===== src/rtl/mw93_pkg.sv =====
// Shared types for the Microwire 93C46-class EEPROM slave:
// opcodes, extended-command subcodes and the command FSM states.
package mw93_pkg;

    typedef enum logic [1:0] {
        OP_EXT   = 2'b00,
        OP_WRITE = 2'b01,
        OP_READ  = 2'b10,
        OP_ERASE = 2'b11
    } opcode_e;

    // Extended-command subcode lives in the two address MSBs.
    localparam logic [1:0] EXT_EWEN = 2'b11;
    localparam logic [1:0] EXT_EWDS = 2'b00;

    typedef enum logic [2:0] {
        ST_IDLE  = 3'd0,
        ST_OPC   = 3'd1,
        ST_ADDR  = 3'd2,
        ST_RDATA = 3'd3,
        ST_WDATA = 3'd4,
        ST_ARMED = 3'd5,
        ST_BUSY  = 3'd6,
        ST_DONE  = 3'd7
    } state_e;

endpackage


===== src/rtl/mw93_mem.sv =====
// Word store for the EEPROM slave: one write port shared by host preload
// and committed Microwire writes, combinational read port.
module mw93_mem #(
    parameter int ADDR_W = 6,
    parameter int DATA_W = 16
) (
    input  logic              clk,
    input  logic              ld_en,
    input  logic [ADDR_W-1:0] ld_addr,
    input  logic [DATA_W-1:0] ld_data,
    input  logic              wr_en,
    input  logic [ADDR_W-1:0] wr_addr,
    input  logic [DATA_W-1:0] wr_data,
    input  logic [ADDR_W-1:0] rd_addr,
    output logic [DATA_W-1:0] rd_data
);

    logic [DATA_W-1:0] mem_r [2**ADDR_W];
    logic              we_s;
    logic [ADDR_W-1:0] waddr_s;
    logic [DATA_W-1:0] wdata_s;

    // Preload wins the port; a colliding commit is simply lost.
    always_comb begin
        we_s    = 1'b0;
        waddr_s = wr_addr;
        wdata_s = wr_data;
        if (ld_en) begin
            we_s    = 1'b1;
            waddr_s = ld_addr;
            wdata_s = ld_data;
        end else if (wr_en) begin
            we_s    = 1'b1;
        end else begin
            we_s    = 1'b0;
        end
    end

    // Storage array; contents deliberately survive reset.
    always_ff @(posedge clk) begin
        if (we_s) begin
            mem_r[waddr_s] <= wdata_s;
        end
    end

    assign rd_data = mem_r[rd_addr];

endmodule


===== src/rtl/mw93_slave.sv =====
// Microwire slave emulating a 64 x 16 serial EEPROM. CS/SK/DI are
// synchronised into clk, SK rising edges drive the command FSM.
module mw93_slave
    import mw93_pkg::*;
#(
    parameter int ADDR_W      = 6,
    parameter int DATA_W      = 16,
    parameter int SYNC_STAGES = 2,
    parameter int WR_CYCLES   = 64
) (
    input  logic              clk,
    input  logic              rst,
    input  logic              cs,
    input  logic              sk,
    input  logic              di,
    output logic              do_o,
    output logic              do_oe,
    output logic              busy,
    input  logic              ld_en,
    input  logic [ADDR_W-1:0] ld_addr,
    input  logic [DATA_W-1:0] ld_data
);

    localparam int MAX_W = (DATA_W > ADDR_W) ? DATA_W : ADDR_W;
    localparam int CNT_W = $clog2(MAX_W);
    localparam int BC_W  = $clog2(WR_CYCLES + 1);
    localparam logic [CNT_W-1:0] ADDR_LAST  = CNT_W'(ADDR_W - 1);
    localparam logic [CNT_W-1:0] DATA_LAST  = CNT_W'(DATA_W - 1);
    localparam logic [BC_W-1:0]  BUSY_FIRST = BC_W'(WR_CYCLES - 1);

    logic [SYNC_STAGES-1:0] cs_sync_r;
    logic [SYNC_STAGES-1:0] sk_sync_r;
    logic [SYNC_STAGES-1:0] di_sync_r;
    logic                   sk_prev_r;
    logic                   cs_s;
    logic                   sk_s;
    logic                   di_s;
    logic                   sk_rise_s;

    state_e            state_r, state_n;
    logic [CNT_W-1:0]  cnt_r, cnt_n;
    logic [1:0]        opc_r, opc_n;
    logic [ADDR_W-1:0] addr_r, addr_n;
    logic [ADDR_W-1:0] addr_shift_s;
    logic [DATA_W-1:0] data_r, data_n;
    logic              wen_r, wen_n;
    logic              busy_r, busy_n;
    logic [BC_W-1:0]   bcnt_r, bcnt_n;
    logic              do_r, do_n;
    logic              do_oe_r, do_oe_n;
    logic              commit_s;
    logic [DATA_W-1:0] rd_data_s;

    // Input synchronisers and SK edge history.
    always_ff @(posedge clk) begin
        if (rst) begin
            cs_sync_r <= '0;
            sk_sync_r <= '0;
            di_sync_r <= '0;
            sk_prev_r <= 1'b0;
        end else begin
            cs_sync_r <= {cs_sync_r[SYNC_STAGES-2:0], cs};
            sk_sync_r <= {sk_sync_r[SYNC_STAGES-2:0], sk};
            di_sync_r <= {di_sync_r[SYNC_STAGES-2:0], di};
            sk_prev_r <= sk_s;
        end
    end

    assign cs_s         = cs_sync_r[SYNC_STAGES-1];
    assign sk_s         = sk_sync_r[SYNC_STAGES-1];
    assign di_s         = di_sync_r[SYNC_STAGES-1];
    assign sk_rise_s    = sk_s & ~sk_prev_r;
    assign addr_shift_s = {addr_r[ADDR_W-2:0], di_s};

    // The array is written exactly once, in the first cycle of the busy window.
    assign commit_s = (state_r == ST_BUSY) && busy_r && (bcnt_r == BUSY_FIRST);

    mw93_mem #(
        .ADDR_W (ADDR_W),
        .DATA_W (DATA_W)
    ) u_mem (
        .clk     (clk),
        .ld_en   (ld_en),
        .ld_addr (ld_addr),
        .ld_data (ld_data),
        .wr_en   (commit_s),
        .wr_addr (addr_r),
        .wr_data (data_r),
        .rd_addr (addr_r),
        .rd_data (rd_data_s)
    );

    // Command FSM state and datapath registers.
    always_ff @(posedge clk) begin
        if (rst) begin
            state_r <= ST_IDLE;
            cnt_r   <= '0;
            opc_r   <= 2'b00;
            addr_r  <= '0;
            data_r  <= '0;
            wen_r   <= 1'b0;
            busy_r  <= 1'b0;
            bcnt_r  <= '0;
            do_r    <= 1'b1;
            do_oe_r <= 1'b0;
        end else begin
            state_r <= state_n;
            cnt_r   <= cnt_n;
            opc_r   <= opc_n;
            addr_r  <= addr_n;
            data_r  <= data_n;
            wen_r   <= wen_n;
            busy_r  <= busy_n;
            bcnt_r  <= bcnt_n;
            do_r    <= do_n;
            do_oe_r <= do_oe_n;
        end
    end

    // Next-state and datapath decode; ARMED and BUSY own their cs-low handling.
    always_comb begin
        state_n = state_r;
        cnt_n   = cnt_r;
        opc_n   = opc_r;
        addr_n  = addr_r;
        data_n  = data_r;
        wen_n   = wen_r;
        busy_n  = busy_r;
        bcnt_n  = bcnt_r;
        do_n    = do_r;
        do_oe_n = do_oe_r;

        if (!cs_s && (state_r != ST_ARMED) && (state_r != ST_BUSY)) begin
            state_n = ST_IDLE;
            cnt_n   = '0;
            opc_n   = 2'b00;
            addr_n  = '0;
            data_n  = '0;
            do_n    = 1'b1;
            do_oe_n = 1'b0;
        end else begin
            case (state_r)
                ST_IDLE: begin
                    do_oe_n = 1'b0;
                    if (sk_rise_s && di_s) begin
                        state_n = ST_OPC;
                        cnt_n   = '0;
                    end else begin
                        state_n = ST_IDLE;
                    end
                end
                ST_OPC: begin
                    if (sk_rise_s) begin
                        opc_n = {opc_r[0], di_s};
                        if (cnt_r == CNT_W'(1)) begin
                            state_n = ST_ADDR;
                            cnt_n   = '0;
                        end else begin
                            cnt_n = cnt_r + CNT_W'(1);
                        end
                    end else begin
                        state_n = ST_OPC;
                    end
                end
                ST_ADDR: begin
                    if (sk_rise_s) begin
                        addr_n = addr_shift_s;
                        if (cnt_r == ADDR_LAST) begin
                            cnt_n = '0;
                            case (opcode_e'(opc_r))
                                OP_READ: begin
                                    state_n = ST_RDATA;
                                    cnt_n   = DATA_LAST;
                                    do_oe_n = 1'b1;
                                    do_n    = 1'b0;
                                end
                                OP_WRITE: begin
                                    state_n = ST_WDATA;
                                end
                                OP_ERASE: begin
                                    state_n = ST_ARMED;
                                    data_n  = '1;
                                end
                                OP_EXT: begin
                                    state_n = ST_DONE;
                                    if (addr_shift_s[ADDR_W-1 -: 2] == EXT_EWEN) begin
                                        wen_n = 1'b1;
                                    end else if (addr_shift_s[ADDR_W-1 -: 2] == EXT_EWDS) begin
                                        wen_n = 1'b0;
                                    end else begin
                                        wen_n = wen_r;
                                    end
                                end
                                default: begin
                                    state_n = ST_DONE;
                                end
                            endcase
                        end else begin
                            cnt_n = cnt_r + CNT_W'(1);
                        end
                    end else begin
                        state_n = ST_ADDR;
                    end
                end
                ST_RDATA: begin
                    if (sk_rise_s) begin
                        do_n = rd_data_s[cnt_r];
                        if (cnt_r == '0) begin
                            cnt_n  = DATA_LAST;
                            addr_n = addr_r + ADDR_W'(1);
                        end else begin
                            cnt_n = cnt_r - CNT_W'(1);
                        end
                    end else begin
                        state_n = ST_RDATA;
                    end
                end
                ST_WDATA: begin
                    if (sk_rise_s) begin
                        data_n = {data_r[DATA_W-2:0], di_s};
                        if (cnt_r == DATA_LAST) begin
                            state_n = ST_ARMED;
                            cnt_n   = '0;
                        end else begin
                            cnt_n = cnt_r + CNT_W'(1);
                        end
                    end else begin
                        state_n = ST_WDATA;
                    end
                end
                ST_ARMED: begin
                    if (!cs_s && wen_r) begin
                        state_n = ST_BUSY;
                        busy_n  = 1'b1;
                        bcnt_n  = BUSY_FIRST;
                        do_n    = 1'b0;
                        do_oe_n = 1'b0;
                    end else if (!cs_s) begin
                        state_n = ST_IDLE;
                        do_n    = 1'b1;
                        do_oe_n = 1'b0;
                    end else begin
                        state_n = ST_ARMED;
                    end
                end
                ST_BUSY: begin
                    if (busy_r) begin
                        do_oe_n = cs_s;
                        if (bcnt_r == '0) begin
                            busy_n = 1'b0;
                            do_n   = 1'b1;
                        end else begin
                            bcnt_n = bcnt_r - BC_W'(1);
                            do_n   = 1'b0;
                        end
                    end else if (!cs_s) begin
                        state_n = ST_IDLE;
                        do_n    = 1'b1;
                        do_oe_n = 1'b0;
                    end else begin
                        do_n    = 1'b1;
                        do_oe_n = 1'b1;
                    end
                end
                ST_DONE: begin
                    state_n = ST_DONE;
                end
                default: begin
                    state_n = ST_IDLE;
                end
            endcase
        end
    end

    assign do_o  = do_r;
    assign do_oe = do_oe_r;
    assign busy  = busy_r;

endmodule


===== config.mk =====
export PLATFORM = sky130hd
export DESIGN_NAME = mw93_slave
export DESIGN_NICKNAME = d
export VERILOG_FILES = /design/src/rtl/mw93_pkg.sv /design/src/rtl/mw93_mem.sv /design/src/rtl/mw93_slave.sv
export SDC_FILE = /design/constraint.sdc
export NUM_CORES = 1
export LEC_CHECK = 0
export ABC_AREA = 1
export BUFFER_PORTS_ARGS = -buffer_cell sky130_fd_sc_hd__buf_2
export CAP_MARGIN = 20
export CORE_MARGIN = 3
export CORE_UTILIZATION = 50
export CTS_CLUSTER_SIZE = 24
export DETAILED_ROUTE_END_ITERATION = 8
export PLACE_DENSITY_LB_ADDON = 0.08
export SLEW_MARGIN = 15
export SYNTH_ARGS = -nofsm -noshare
export SYNTH_HDL_FRONTEND = slang
export SYNTH_SLANG_ARGS = --single-unit

===== constraint.sdc =====
create_clock -name clk -period 3.48 [get_ports clk]
set_input_delay 0.348 -clock clk [delete_from_list [all_inputs] [get_ports clk]]
set_output_delay 0.348 -clock clk [all_outputs]
set_load 0.005 [all_outputs]

Word-level counts from Yosys, hierarchy flattened

Memories as Yosys holds them, arrays and structs flattened. A register that Yosys moved wholly into a read port is not among the register bits.
Cells that the tools add are included.
Widths: inputs -> output; s select.

Register bits: 49
Memory bits (writable): 1024
Input port bits: 28
Output and inout port bits: 3
Word-level logic and storage cells: 160
Memories: 1

Memory list:

| name        | words | bits a word | rd ports | clocked after memory_dff | write ports | line           | RTL |
|---|---|---|---|---|---|---|---|
| u_mem.mem_r | 64    | 16          | 1        | 1                        | 1           | mw93_mem.sv:18 | `logic [DATA_W-1:0] mem_r [2**ADDR_W];` |

$add $sub $neg: 4
Magnitude comparators: 1
Eq/ne operators: 36
Mux-type cells: 71
Bitwise gates (word level): 3
Reduce and logical (&&, ||, !) cells: 30

Operator list:

| kind                | number |
|---|---|
| $mux 16             | 5 |
| $mux 4              | 10 |
| $mux 6              | 6 |
| $mux 3              | 11 |
| $pmux 16 s2         | 1 |
| $mux 1              | 26 |
| $ne 2x2->1 const B  | 13 |
| $pmux 3 s8          | 1 |
| $reduce_and 6->1    | 4 |
| $mux 7              | 3 |
| $pmux 4 s5          | 1 |
| $ne 3x3->1 const B  | 6 |
| $reduce_and 5->1    | 3 |
| $pmux 7 s2          | 1 |
| $eq 3x3->1 const B  | 4 |
| $pmux 3 s4          | 1 |
| $pmux 6 s2          | 1 |
| $pmux 1 s4          | 2 |
| $reduce_bool 2->1   | 4 |
| $reduce_bool 4->1   | 2 |
| $eq 7x6->1 const B  | 1 |
| $logic_not 7->1     | 1 |
| $sub 7x1->7 const B | 1 |
| $add 6x1->6 const B | 1 |
| 25 further kinds    | 36 |

Depth between registers and ports, before layout

Gate-level depths: netlist of run 1.

Word-level depth: 7
Gate-level depth with buffers: 22
Mapped depth without buffers: 19

By module

Synthesis of run 1 repeated with hierarchy kept, for this count alone.

Cells, all modules: 4025
Area total of the unflattened synthesis: 44789.2 um^2

Modules (own cells, without submodules):

| module     | instances | cells each | area an instance (um^2) |
|---|---|---|---|
| mw93_mem   | 1         | 3577       | 41636.2 |
| mw93_slave | 1         | 448        | 3153.0 |

Least setup slack after synthesis of run 1

No wires, ideal clock.

Kind: register to register
Start point: register state_r[1]
End point: memory u_mem.mem_r[0][0] (enable)
Library setup time: 0.389 ns
Arrival time: 2.228 ns
Data required time: 3.091 ns
Slack: 0.863 ns
Cell stages (with the launch flop): 9
Cells stage by stage: dfxtp_1 -> inv_1 -> nor2_1 -> inv_1 -> nor2_1 -> nand4_1 -> o21ai_2 -> nand4_1 -> nor2_1

Longest elaborated chain between the ends: 7

Ends and longest elaborated chain:

| what                            | line              | RTL |
|---|---|---|
| start, declared                 | mw93_slave.sv:40  | `state_e state_r, state_n;` |
| start signal, assigned          | mw93_slave.sv:107 | `state_r <= state_n;` |
| $eq 3x3->1                      | mw93_slave.sv:76  | `assign commit_s = (state_r == ST_BUSY) && busy_r && (bcnt_r == BUSY_FIRST);` |
| $logic_and 1x1->1 (2 in series) | mw93_slave.sv:76  |  |
| $mux 1                          | mw93_mem.sv:32    | `end else if (wr_en) begin` |
| $mux 1                          | mw93_mem.sv:28    | `if (ld_en) begin` |
| $mux 1                          | mw93_mem.sv:41    | `if (we_s) begin` |
| $mux 1 (not written as such)    | mw93_mem.sv:42    | `mem_r[waddr_s] <= wdata_s;` |
| end, declared                   | mw93_mem.sv:18    |  |

No other way between the ends.

Worst setup path after layout of run 1

Start point: register state_r[1]
End point: memory u_mem.mem_r[13][0] (enable)

Same word-level chain as after synthesis.

==> results_tabular.tex, run 1 <==
\begin{tabular}{lr}
\hline
Metric & Value \\
\hline
\multicolumn{2}{l}{\textbf{Critical path}} \\
\quad Cell Chain, Critical Path & inv\_1 -> nor2\_1 -> inv\_1 -> nor2\_1 -> nand4\_1 -> o21ai\_2 -> nand4\_1 -> nor2\_1 -> buf\_4 \\
\quad Worst reg2reg setup slack & 0.56 ns \\
\quad Kind of launch point of the worst setup path & flop \\
\quad Critical path's most frequent cell & sky130\_fd\_sc\_hd\_\_nor2\_1 \\
\quad Data required time of the worst path & 3.85 ns \\
\quad Critical path arrival & 3.29 ns \\
\quad Crit path max fanout & 11 \\
\quad Critical path's slowest cell & sky130\_fd\_sc\_hd\_\_nor2\_1 \\
\quad Kind of capture point of the worst setup path & flop \\
\quad Stage delay of the slowest cell on the critical path & 0.68 ns \\
\quad Start-to-end type of the worst setup path & flop to flop \\
\multicolumn{2}{l}{\textbf{Cells and area}} \\
\quad Most common cell after layout, fill and taps aside & sky130\_fd\_sc\_hd\_\_nand2\_1 \\
\quad Area growth from synthesis to layout & 12.5\% \\
\quad Count of filler cells inserted in the layout & 7,310 \\
\quad Inserted Diodes & 0 \\
\quad Post-route insts no fill & 5,295 \\
\quad Commonest cells after routing, fill and taps aside & 1,398 x sky130\_fd\_sc\_hd\_\_nand2\_1, 1,024 x sky130\_fd\_sc\_hd\_\_edfxtp\_1, 870 x sky130\_fd\_sc\_hd\_\_nand3\_1 \\
\quad Net count reported at finish & 4,085 \\
\quad Proportion of layout cells with a drive suffix above 1 & 9.57\% \\
\multicolumn{2}{l}{\textbf{Clock tree}} \\
\quad Maximum level of the CTS H-tree & 3 \\
\quad Clock latency at the later pin of the worst-skew pair & 0.68 ns \\
\quad Total clock buffers created by CTS & 114 \\
\quad Reg clk slew, reported paths & 0.06 ns \\
\quad Buffers from clock root to sink, at most & 3 \\
\quad Setup Buffers After CTS & 0 \\
\quad Clock tree from TritonCTS & yes \\
\quad Root Driver & sky130\_fd\_sc\_hd\_\_clkbuf\_16 \\
\quad Number of sinks handled by clock tree synthesis & 1,079 \\
\multicolumn{2}{l}{\textbf{Hold path}} \\
\quad Hold Crit Class & primary input to flop \\
\multicolumn{2}{l}{\textbf{Placed design}} \\
\quad Final GP Congestion & 0.879 \\
\quad Cell count after placement & 5,081 \\
\quad Half-perimeter wire length of the detailed placement result & 70.8 mm \\
\quad Buffers on Ports & 30 \\
\quad Worst slack, placed & 0.619 ns \\
\multicolumn{2}{l}{\textbf{Timing}} \\
\quad Sum Neg Setup Slack & 0 ns \\
\quad Final Max Tran Viols & 0 \\
\quad Final setup violation count & 0 \\
\quad Setup clock skew after layout & 0.0251 ns \\
\quad Final worst-path setup slack & 0.565 ns \\
\quad Least-Margin Pin Slew & 0.891 ns \\
\quad Relative max-transition margin & 40.6\% \\
\quad Min cycle time layout & 2.92 ns \\
\quad Unrepaired setup endpoints after global routing & no \\
\quad Highest Clock Rate & 343 MHz \\
\quad Part of the cycle the worst path needs & 83.8\% \\
\quad Fin. Hold Viols & 0 \\
\multicolumn{2}{l}{\textbf{Synthesis}} \\
\quad Top cells by area in the synthesized netlist & sky130\_fd\_sc\_hd\_\_edfxtp\_1 69\%, sky130\_fd\_sc\_hd\_\_nand2\_1 12\%, sky130\_fd\_sc\_hd\_\_nand3\_1 9.8\%, sky130\_fd\_sc\_hd\_\_dfxtp\_1 2.5\%, sky130\_fd\_sc\_hd\_\_buf\_2 1.6\% \\
\quad Cell taking the most area after synthesis & sky130\_fd\_sc\_hd\_\_edfxtp\_1 \\
\quad Synthesized area per cell & 11.3 sq um \\
\quad Synth Warn \# & 0 \\
\quad Synthesized cell area & 0.0447 sq mm \\
\quad Number of standard cells after synthesis & 3,966 \\
\quad Fraction of synthesis flops using an asynchronous set or reset pin & 0\% \\
\quad Post-synthesis sequential element count & 1,079 \\
\quad Number of enable-type register cells in the synthesized netlist & 1,024 \\
\quad Post-synth top flop & sky130\_fd\_sc\_hd\_\_edfxtp\_1 \\
\quad Net count of the mapped netlist & 4,002 \\
\quad Sequential-to-total area share from yosys stat & 71.3\% \\
\quad Synth cell types & 40 \\
\quad Share of Yosys cell area claimed by the top area cell type & 68.9\% \\
\multicolumn{2}{l}{\textbf{Power and ir drop}} \\
\quad Cell area power density & 523 mW/mm\^{}2 \\
\quad Post-layout total power & 26.3 mW \\
\quad Static leakage power & 18.7 nW \\
\quad Worst vdd rail ir drop & 0.423 mV \\
\multicolumn{2}{l}{\textbf{Routing}} \\
\quad Via density & 5.67 \\
\quad Router iterations before antenna repair & 6 \\
\quad First-iteration detailed-routing DRC count & 3,504 \\
\quad Via count & 30.0k \\
\quad Post-detailed-routing wire length & 123 mm \\
\quad Routed len/inst & 23.2 um \\
\quad DRC violation count after routing & 0 \\
\quad Antenna violation net count after detailed routing & 0 \\
\multicolumn{2}{l}{\textbf{GRT}} \\
\quad Vias in the first global route & 28.4k \\
\quad Wire length of the first global-routing pass & 184 mm \\
\quad Largest net degree at the start of global routing & 138 \\
\quad Antenna violations before repair & 5 \\
\quad GR Overflow Total & 0 \\
\quad GRT Resource Usage Total & 26.3\% \\
\multicolumn{2}{l}{\textbf{Die}} \\
\quad Die span in x & 305 um \\
\quad Std-Cell Core Area & 0.0877 sq mm \\
\quad Count of pins on the block boundary & 31 \\
\quad Vertical die dimension & 305 um \\
\quad DIE AREA & 0.0929 sq mm \\
\quad FP Rows & 108 \\
\quad Initial standard-cell utilization of the core & 50.9\% \\
\multicolumn{2}{l}{\textbf{Run}} \\
\quad Max Cap Viol & 0 \\
\multicolumn{2}{l}{\textbf{Status}} \\
\quad Run status & finished clean \\
\hline
\end{tabular}
## worst max-delay path: cells and delay by family (launching register included)
family                 cells  cell delay [ns]
and+or+nand+nor            5             1.38
buffers and inverters      3             0.48
DFF                        1             0.40
AOI/OAI and AO/OA          1             0.34
## Yosys cell counts (all sizes together) (3+ instances only)
cell type / n
inv: 70
xor2: 3
nand2: 1414
o31ai: 3
o21ai: 50
nor3: 19
dfxtp: 55
nand4: 10
o211ai: 4
a31oi: 10
a21oi: 27
a211oi: 4
buf: 207
clkbuf: 27
edfxtp: 1024
nand3: 870
ha: 8
or2: 7
nor2: 143
## path summary, 6_finish.rpt
kind / to / cells past startpoint / startpoint
worst max-delay path: u_mem.mem_r[13][0]$_DFFE_PP_ / 9 / state_r[1]$_SDFFE_PP0P_
worst min-delay path: u_mem.mem_r[50][1]$_DFFE_PP_ / 3 / ld_data[1]
worst max register to register: u_mem.mem_r[13][0]$_DFFE_PP_ / 9 / state_r[1]$_SDFFE_PP0P_
worst min register to register: cs_sync_r[1]$_SDFF_PP0_ / 2 / cs_sync_r[0]$_SDFF_PP0_
## registers in the layout, indices dropped and copies added (netlist names), named ones only
register,count
do_o,1
cs_sync_r,2
sk_prev_r,1
wen_r,1
u_mem.mem_r,1024
busy,1
di_sync_r,2
state_r,3
opc_r,2
data_r,16
cnt_r,4
addr_r,6
do_oe,1
sk_sync_r,2
bcnt_r,7
## per-layer routing
metal	routed length, um	track usage (%)	vias up	part of all wire (%)
met1	54500	39.4	14600	44
met3	9380	3.87	187	7.6
met5	13	0	-	0.011
li1	-	-	14000	-
met4	3280	7.41	2	2.7
met2	55800	40.4	1175	45
## logic make-up after synthesis
family,after synthesis,share of synthesized area (%)
flops,1079,71.3
xor+xnor,4,0.0785
compound gates,105,1.34
buf+inv,304,3.66
fa+ha+maj,8,0.224
simple gates,2466,23.4
## layout make-up
type                    instances  area, sq um  area share (%)
inverters                      70          289           0.575
clock buffers                 165         3210            6.39
clock inverters                42          315           0.628
multi-input cells            2583        11200            22.4
repair buffers                201         1880            3.74
well taps                    1155         1450            2.88
flip-flops and latches       1079        31900            63.4
## through the flow
step / hold slack, ns / util [%] / area (sq um)
final: 0.161 / 57.3 / 50200
after global routing: 0.152 / 57.3 / 50200
after CTS: 0.120 / 57.3 / 50200
after detailed placement: 0.394 / 53.2 / 46600
after global placement: 0.390 / 53.2 / 46600
after floorplan: 0.388 / - / 44700
## report_power, final
part,total [mW],internal (mW),switching (mW)
combinational,0.483,0.0888,0.394
sequential,14.3,14.2,0.00831
clock,11.5,6.65,4.87
total,26.3,21.0,5.27
## what timing repair did
action / in CTS / in global routing
endpoints found under the hold margin: 12 / 0
gates resized for setup: 0 / 0
hold buffers: 7 / 0
Note: power is estimated with default switching activity, not from simulation.
==> inputs of run 2 (changes only) <==
- ABC_AREA: 1 -> 0
- clock period: 3.48 -> 2.56 ns (I/O delays scaled with it)
==> run 2 against run 1 <==
  * The run now ends with setup timing left
  * Flip-flop and latch count unchanged
  * First-iteration DRC count decreased by 11%
  * Via count decreased by 22%
  * Clock power increased by 36%
  * Cell count decreased by 29%
  * Register-to-register slack got worse by 0.88 ns
  * Global-route usage increased by 1.1 points
  * Hold slack improved by 0.24 ns
  * Combinational power increased by 39%
  * Die area decreased by 4.4%
  * Maximum frequency increased by 1.6%
  * Critical endpoint is now do_o$_SDFFE_PP1P_
  * Highest routed layer is now met4
==> results_tabular.tex, run 2 <==
\begin{tabular}{lr}
\hline
Metric & Value \\
\hline
\multicolumn{2}{l}{\textbf{Synthesis}} \\
\quad Synthesized cell area & 0.0426 sq mm (-4.5\%) \\
\quad Cell taking the most area after synthesis & sky130\_fd\_sc\_hd\_\_edfxtp\_1 \\
\quad Fraction of synthesis flops using an asynchronous set or reset pin & 0\% (unchanged) \\
\quad Net count of the mapped netlist & 2,201 (-45\%) \\
\quad Share of Yosys cell area claimed by the top area cell type & 72.1\% (+3.3 points) \\
\quad Synthesized area per cell & 19.7 sq um (+75\%) \\
\quad Number of standard cells after synthesis & 2,165 (-45\%) \\
\quad Top cells by area in the synthesized netlist & sky130\_fd\_sc\_hd\_\_edfxtp\_1 72\%, sky130\_fd\_sc\_hd\_\_mux4\_2 14\%, sky130\_fd\_sc\_hd\_\_dfxtp\_1 2.6\%, sky130\_fd\_sc\_hd\_\_mux2i\_1 1.2\%, sky130\_fd\_sc\_hd\_\_nor2\_1 1.0\% \\
\quad Synth cell types & 68 (+70\%) \\
\quad Post-synthesis sequential element count & 1,079 (unchanged) \\
\quad Sequential-to-total area share from yosys stat & 74.7\% (+3.4 points) \\
\quad Number of enable-type register cells in the synthesized netlist & 1,024 (unchanged) \\
\quad Most frequently used cell type in the post-synthesis netlist & sky130\_fd\_sc\_hd\_\_edfxtp\_1 \\
\quad Post-synth top flop & sky130\_fd\_sc\_hd\_\_edfxtp\_1 \\
\quad Top cells by count, synth & 1,024 x sky130\_fd\_sc\_hd\_\_edfxtp\_1, 263 x sky130\_fd\_sc\_hd\_\_mux4\_2, 118 x sky130\_fd\_sc\_hd\_\_nor2\_1, 93 x sky130\_fd\_sc\_hd\_\_nand2\_1, 55 x sky130\_fd\_sc\_hd\_\_dfxtp\_1 \\
\quad Synth Warn \# & 0 (unchanged) \\
\multicolumn{2}{l}{\textbf{Die}} \\
\quad Std-Cell Core Area & 0.0841 sq mm (-4.1\%) \\
\quad Count of pins on the block boundary & 31 (unchanged) \\
\quad Die span in x & 298 um (-2.2\%) \\
\quad Initial standard-cell utilization of the core & 50.7\% (-0.21 points) \\
\quad FP Rows & 106 (-1.9\%) \\
\quad Vertical die dimension & 298 um (-2.2\%) \\
\quad DIE AREA & 0.0888 sq mm (-4.4\%) \\
\multicolumn{2}{l}{\textbf{Routing}} \\
\quad Post-detailed-routing wire length & 121 mm (-1.8\%) \\
\quad Via density & 6.26 (+10\%) \\
\quad Router iterations before antenna repair & 6 (unchanged) \\
\quad Antenna violation net count after detailed routing & 0 (unchanged) \\
\quad DRC violation count after routing & 0 (unchanged) \\
\quad Via count & 23.5k (-22\%) \\
\quad Routed len/inst & 32.1 um (+38\%) \\
\quad First-iteration detailed-routing DRC count & 3,117 (-11\%) \\
\multicolumn{2}{l}{\textbf{Run}} \\
\quad Max Cap Viol & 0 (unchanged) \\
\multicolumn{2}{l}{\textbf{Clock tree}} \\
\quad Buffers from clock root to sink, at most & 3 (unchanged) \\
\quad Total clock buffers created by CTS & 110 (-3.5\%) \\
\quad Clock tree from TritonCTS & yes \\
\quad Clock latency at the later pin of the worst-skew pair & 0.68 ns (about the same) \\
\quad Root Driver & sky130\_fd\_sc\_hd\_\_clkbuf\_16 \\
\quad Reg clk slew, reported paths & 0.06 ns (about the same) \\
\quad Number of sinks handled by clock tree synthesis & 1,079 (unchanged) \\
\quad Maximum level of the CTS H-tree & 3 (unchanged) \\
\multicolumn{2}{l}{\textbf{Power and ir drop}} \\
\quad Static leakage power & 16.9 nW (-9.5\%) \\
\quad Switching power & 7.15 mW (+36\%) \\
\quad Flop pwr share & 54.3\% (about the same) \\
\quad Internal & 28.5 mW (+36\%) \\
\quad Cell area power density & 697 mW/mm\^{}2 (+33\%) \\
\quad Clock network power share & 43.8\% (about the same) \\
\quad Switching fraction of total power & 20.0\% (-0.036 points) \\
\quad Post-layout total power & 35.7 mW (+36\%) \\
\quad Share of total power in combinational logic & 1.9\% (about the same) \\
\quad Worst vdd rail ir drop & 0.643 mV (+52\%) \\
\multicolumn{2}{l}{\textbf{Status}} \\
\quad Run status & finished, violations left \\
\quad Violated checks & setup timing \\
\multicolumn{2}{l}{\textbf{Hold path}} \\
\quad Worst hold path depth & 5 (+2) \\
\quad End point of the worst hold path & u\_mem.mem\_r[51][8]\$\_DFFE\_PP\_ \\
\quad Hold Crit Class & primary input to flop \\
\quad Startpoint of the worst hold path & ld\_addr[2] \\
\multicolumn{2}{l}{\textbf{Timing}} \\
\quad Least-Margin Pin Slew & 0.918 ns (+0.0273 ns) \\
\quad Part of the cycle the worst path needs & 112\% (+28 points) \\
\quad Relative max-transition margin & 38.8\% (-1.8 points) \\
\quad Final Max Tran Viols & 0 (unchanged) \\
\quad Min cycle time layout & 2.87 ns (-0.0446 ns) \\
\quad Final worst-path setup slack & -0.311 ns (-0.875 ns) \\
\quad Sum Neg Setup Slack & -0.311 ns (-0.311 ns) \\
\quad Setup clock skew after layout & 0.0334 ns (+0.00829 ns) \\
\quad Highest Clock Rate & 348 MHz (+1.6\%) \\
\quad Fin. Hold Viols & 0 (unchanged) \\
\quad Unrepaired setup endpoints after global routing & yes \\
\quad Final setup violation count & 1 (+1) \\
\multicolumn{2}{l}{\textbf{Critical path}} \\
\quad FF-to-FF End & do\_o\$\_SDFFE\_PP1P\_ \\
\quad Critical path's most frequent cell & sky130\_fd\_sc\_hd\_\_buf\_4 \\
\quad Family of cells with the greatest summed delay on the critical path & compound AO/OA/AOI/OAI gates \\
\quad Data required time of the worst path & 3.10 ns (-0.75 ns) \\
\quad Critical path's slowest cell & sky130\_fd\_sc\_hd\_\_dfxtp\_4 \\
\quad Crit path max fanout & 12 (+1) \\
\quad Crit path depth & 9 (unchanged) \\
\quad Kind of capture point of the worst setup path & flop \\
\quad Number of buffer and inverter instances along the worst setup path & 2 (-1) \\
\quad Critical path arrival & 3.41 ns (+0.12 ns) \\
\quad Kind of launch point of the worst setup path & flop \\
\quad Stage delay of the slowest cell on the critical path & 0.58 ns (-0.10 ns) \\
\quad Number of cells traversed by the worst register-to-register path & 9 (unchanged) \\
\quad Worst reg2reg setup slack & -0.31 ns (-0.88 ns) \\
\quad Start-to-end type of the worst setup path & flop to flop \\
\quad Cell Chain, Critical Path & buf\_4 -> buf\_4 -> nand2\_1 -> o22ai\_1 -> o21ai\_0 -> a311oi\_1 -> nand4\_1 -> o31ai\_1 -> o32ai\_1 \\
\multicolumn{2}{l}{\textbf{Cells and area}} \\
\quad Largest Register & u\_mem.mem\_r \\
\quad Registers with the most flip-flops & u\_mem.mem\_r x1024, data\_r x16, bcnt\_r x7 \\
\quad Area growth from synthesis to layout & 20.0\% \\
\quad Most common cell after layout, fill and taps aside & sky130\_fd\_sc\_hd\_\_edfxtp\_1 \\
\quad Proportion of layout cells with a drive suffix above 1 & 33.6\% (+24 points) \\
\quad Largest register FFs & 1,024 (unchanged) \\
\quad Net count reported at finish & 2,568 (-37\%) \\
\quad Final Cell Area & 0.0512 sq mm (+1.9\%) \\
\quad Commonest cells after routing, fill and taps aside & 1,024 x sky130\_fd\_sc\_hd\_\_edfxtp\_1, 263 x sky130\_fd\_sc\_hd\_\_mux4\_2, 236 x sky130\_fd\_sc\_hd\_\_buf\_4 \\
\multicolumn{2}{l}{\textbf{GRT}} \\
\quad Vias in the first global route & 23.5k (-17\%) \\
\quad GR Overflow Total & 0 (unchanged) \\
\quad Wire length of the first global-routing pass & 174 mm (-5.7\%) \\
\quad Largest net degree at the start of global routing & 65 (-53\%) \\
\quad GRT Resource Usage Total & 27.4\% (+1.1 points) \\
\quad Antenna violations before repair & 2 (-3) \\
\multicolumn{2}{l}{\textbf{Placed design}} \\
\quad Total cell area at the placement stage & 0.0472 sq mm (+1.2\%) \\
\quad Final GP Congestion & 0.968 (+10\%) \\
\quad Half-perimeter wire length of the detailed placement result & 75.4 mm (+6.4\%) \\
\quad Worst slack, placed & -0.653 ns (-1.27 ns) \\
\quad Buffers on Ports & 30 (unchanged) \\
\hline
\end{tabular}
run 2: layout make-up:
type | count | area [sq um]
inverters | 22 | 82.6
repair buffers | 373 | 3960
clock buffers | 141 | 2940
fillers | 6067 | 32900
multi-input cells | 946 | 10300
clock inverters | 63 | 596
well taps | 1134 | 1420
diodes | 1 | 2.50
flip-flops and latches | 1079 | 31900
run 2: worst max-delay path by stage:
stage | from | endpoint | slack [ns]
3_3_place_gp | flop | do_o$_SDFFE_PP1P_ | -0.74
6_report | flop | do_o$_SDFFE_PP1P_ | -0.31
5_1_grt | flop | do_o$_SDFFE_PP1P_ | -0.36
3_5_place_dp | flop | do_o$_SDFFE_PP1P_ | -0.65
4_1_cts | flop | do_o$_SDFFE_PP1P_ | -0.24
2_1_floorplan | state_r[1]$_SDFFE_PP0P_ | u_mem.mem_r[36][0]$_DFFE_PP_ | -0.02
run 2: cells by family after synthesis:
logic type                 Yosys count  share of synthesized area [%]
buffers and inverters              140                           1.67
and+or+nand+nor                    403                           4.53
adders and majority gates            8                          0.235
AOI/OAI and AO/OA                  193                           3.06
xor gates and xnor gates             6                          0.123
muxes                              336                           15.7
DFF                               1079                           74.7
run 2: timing repair:
action,CTS,global route
pin swaps,4,1
hold buffers,7,0
setup buffers,15,0
gates resized for setup,33,11
setup endpoints to repair,4,561
gates cloned,1,0
hold endpoints to repair,16,0
run 2: routing by layer:
| layer | global-route usage, % | up-vias | routed length (um) |
|---|---|---|---|
| met5 | 0 | - | 0 |
| met4 | 7.39 | 0 | 3500 |
| met3 | 4.56 | 178 | 9110 |
| met2 | 42.6 | 1081 | 57200 |
| met1 | 40.8 | 12600 | 51000 |
| li1 | - | 9712 | - |
run 2: stage by stage:
step / utilization, % / instances / hold slack (ns)
after floorplan: - / 2165 / 0.328
after global placement: 56.1 / 3531 / 0.431
after detailed placement: 56.1 / 3531 / 0.430
after CTS: 60.8 / 3758 / 0.332
after global routing: 60.9 / 3758 / 0.390
final: 60.9 / 3759 / 0.398
run 2: tightest hold or removal path, cell delays in order:
cell,delay [ns]
sky130_fd_sc_hd__buf_2,0.12
sky130_fd_sc_hd__o32ai_1,0.10
sky130_fd_sc_hd__nand2_1,0.12
sky130_fd_sc_hd__buf_12,0.20
sky130_fd_sc_hd__nor2_2,0.08
run 2: power groups by stage:
stage          clock network (mW)  registers [mW]  logic (mW)
2_1_floorplan                   0            19.7       0.263
3_3_place_gp                    0            19.7       0.635
3_5_place_dp                    0            19.8       0.661
4_1_cts                      15.9            19.4       0.671
5_1_grt                      16.6            19.4       0.705
6_report                     15.6            19.4       0.671
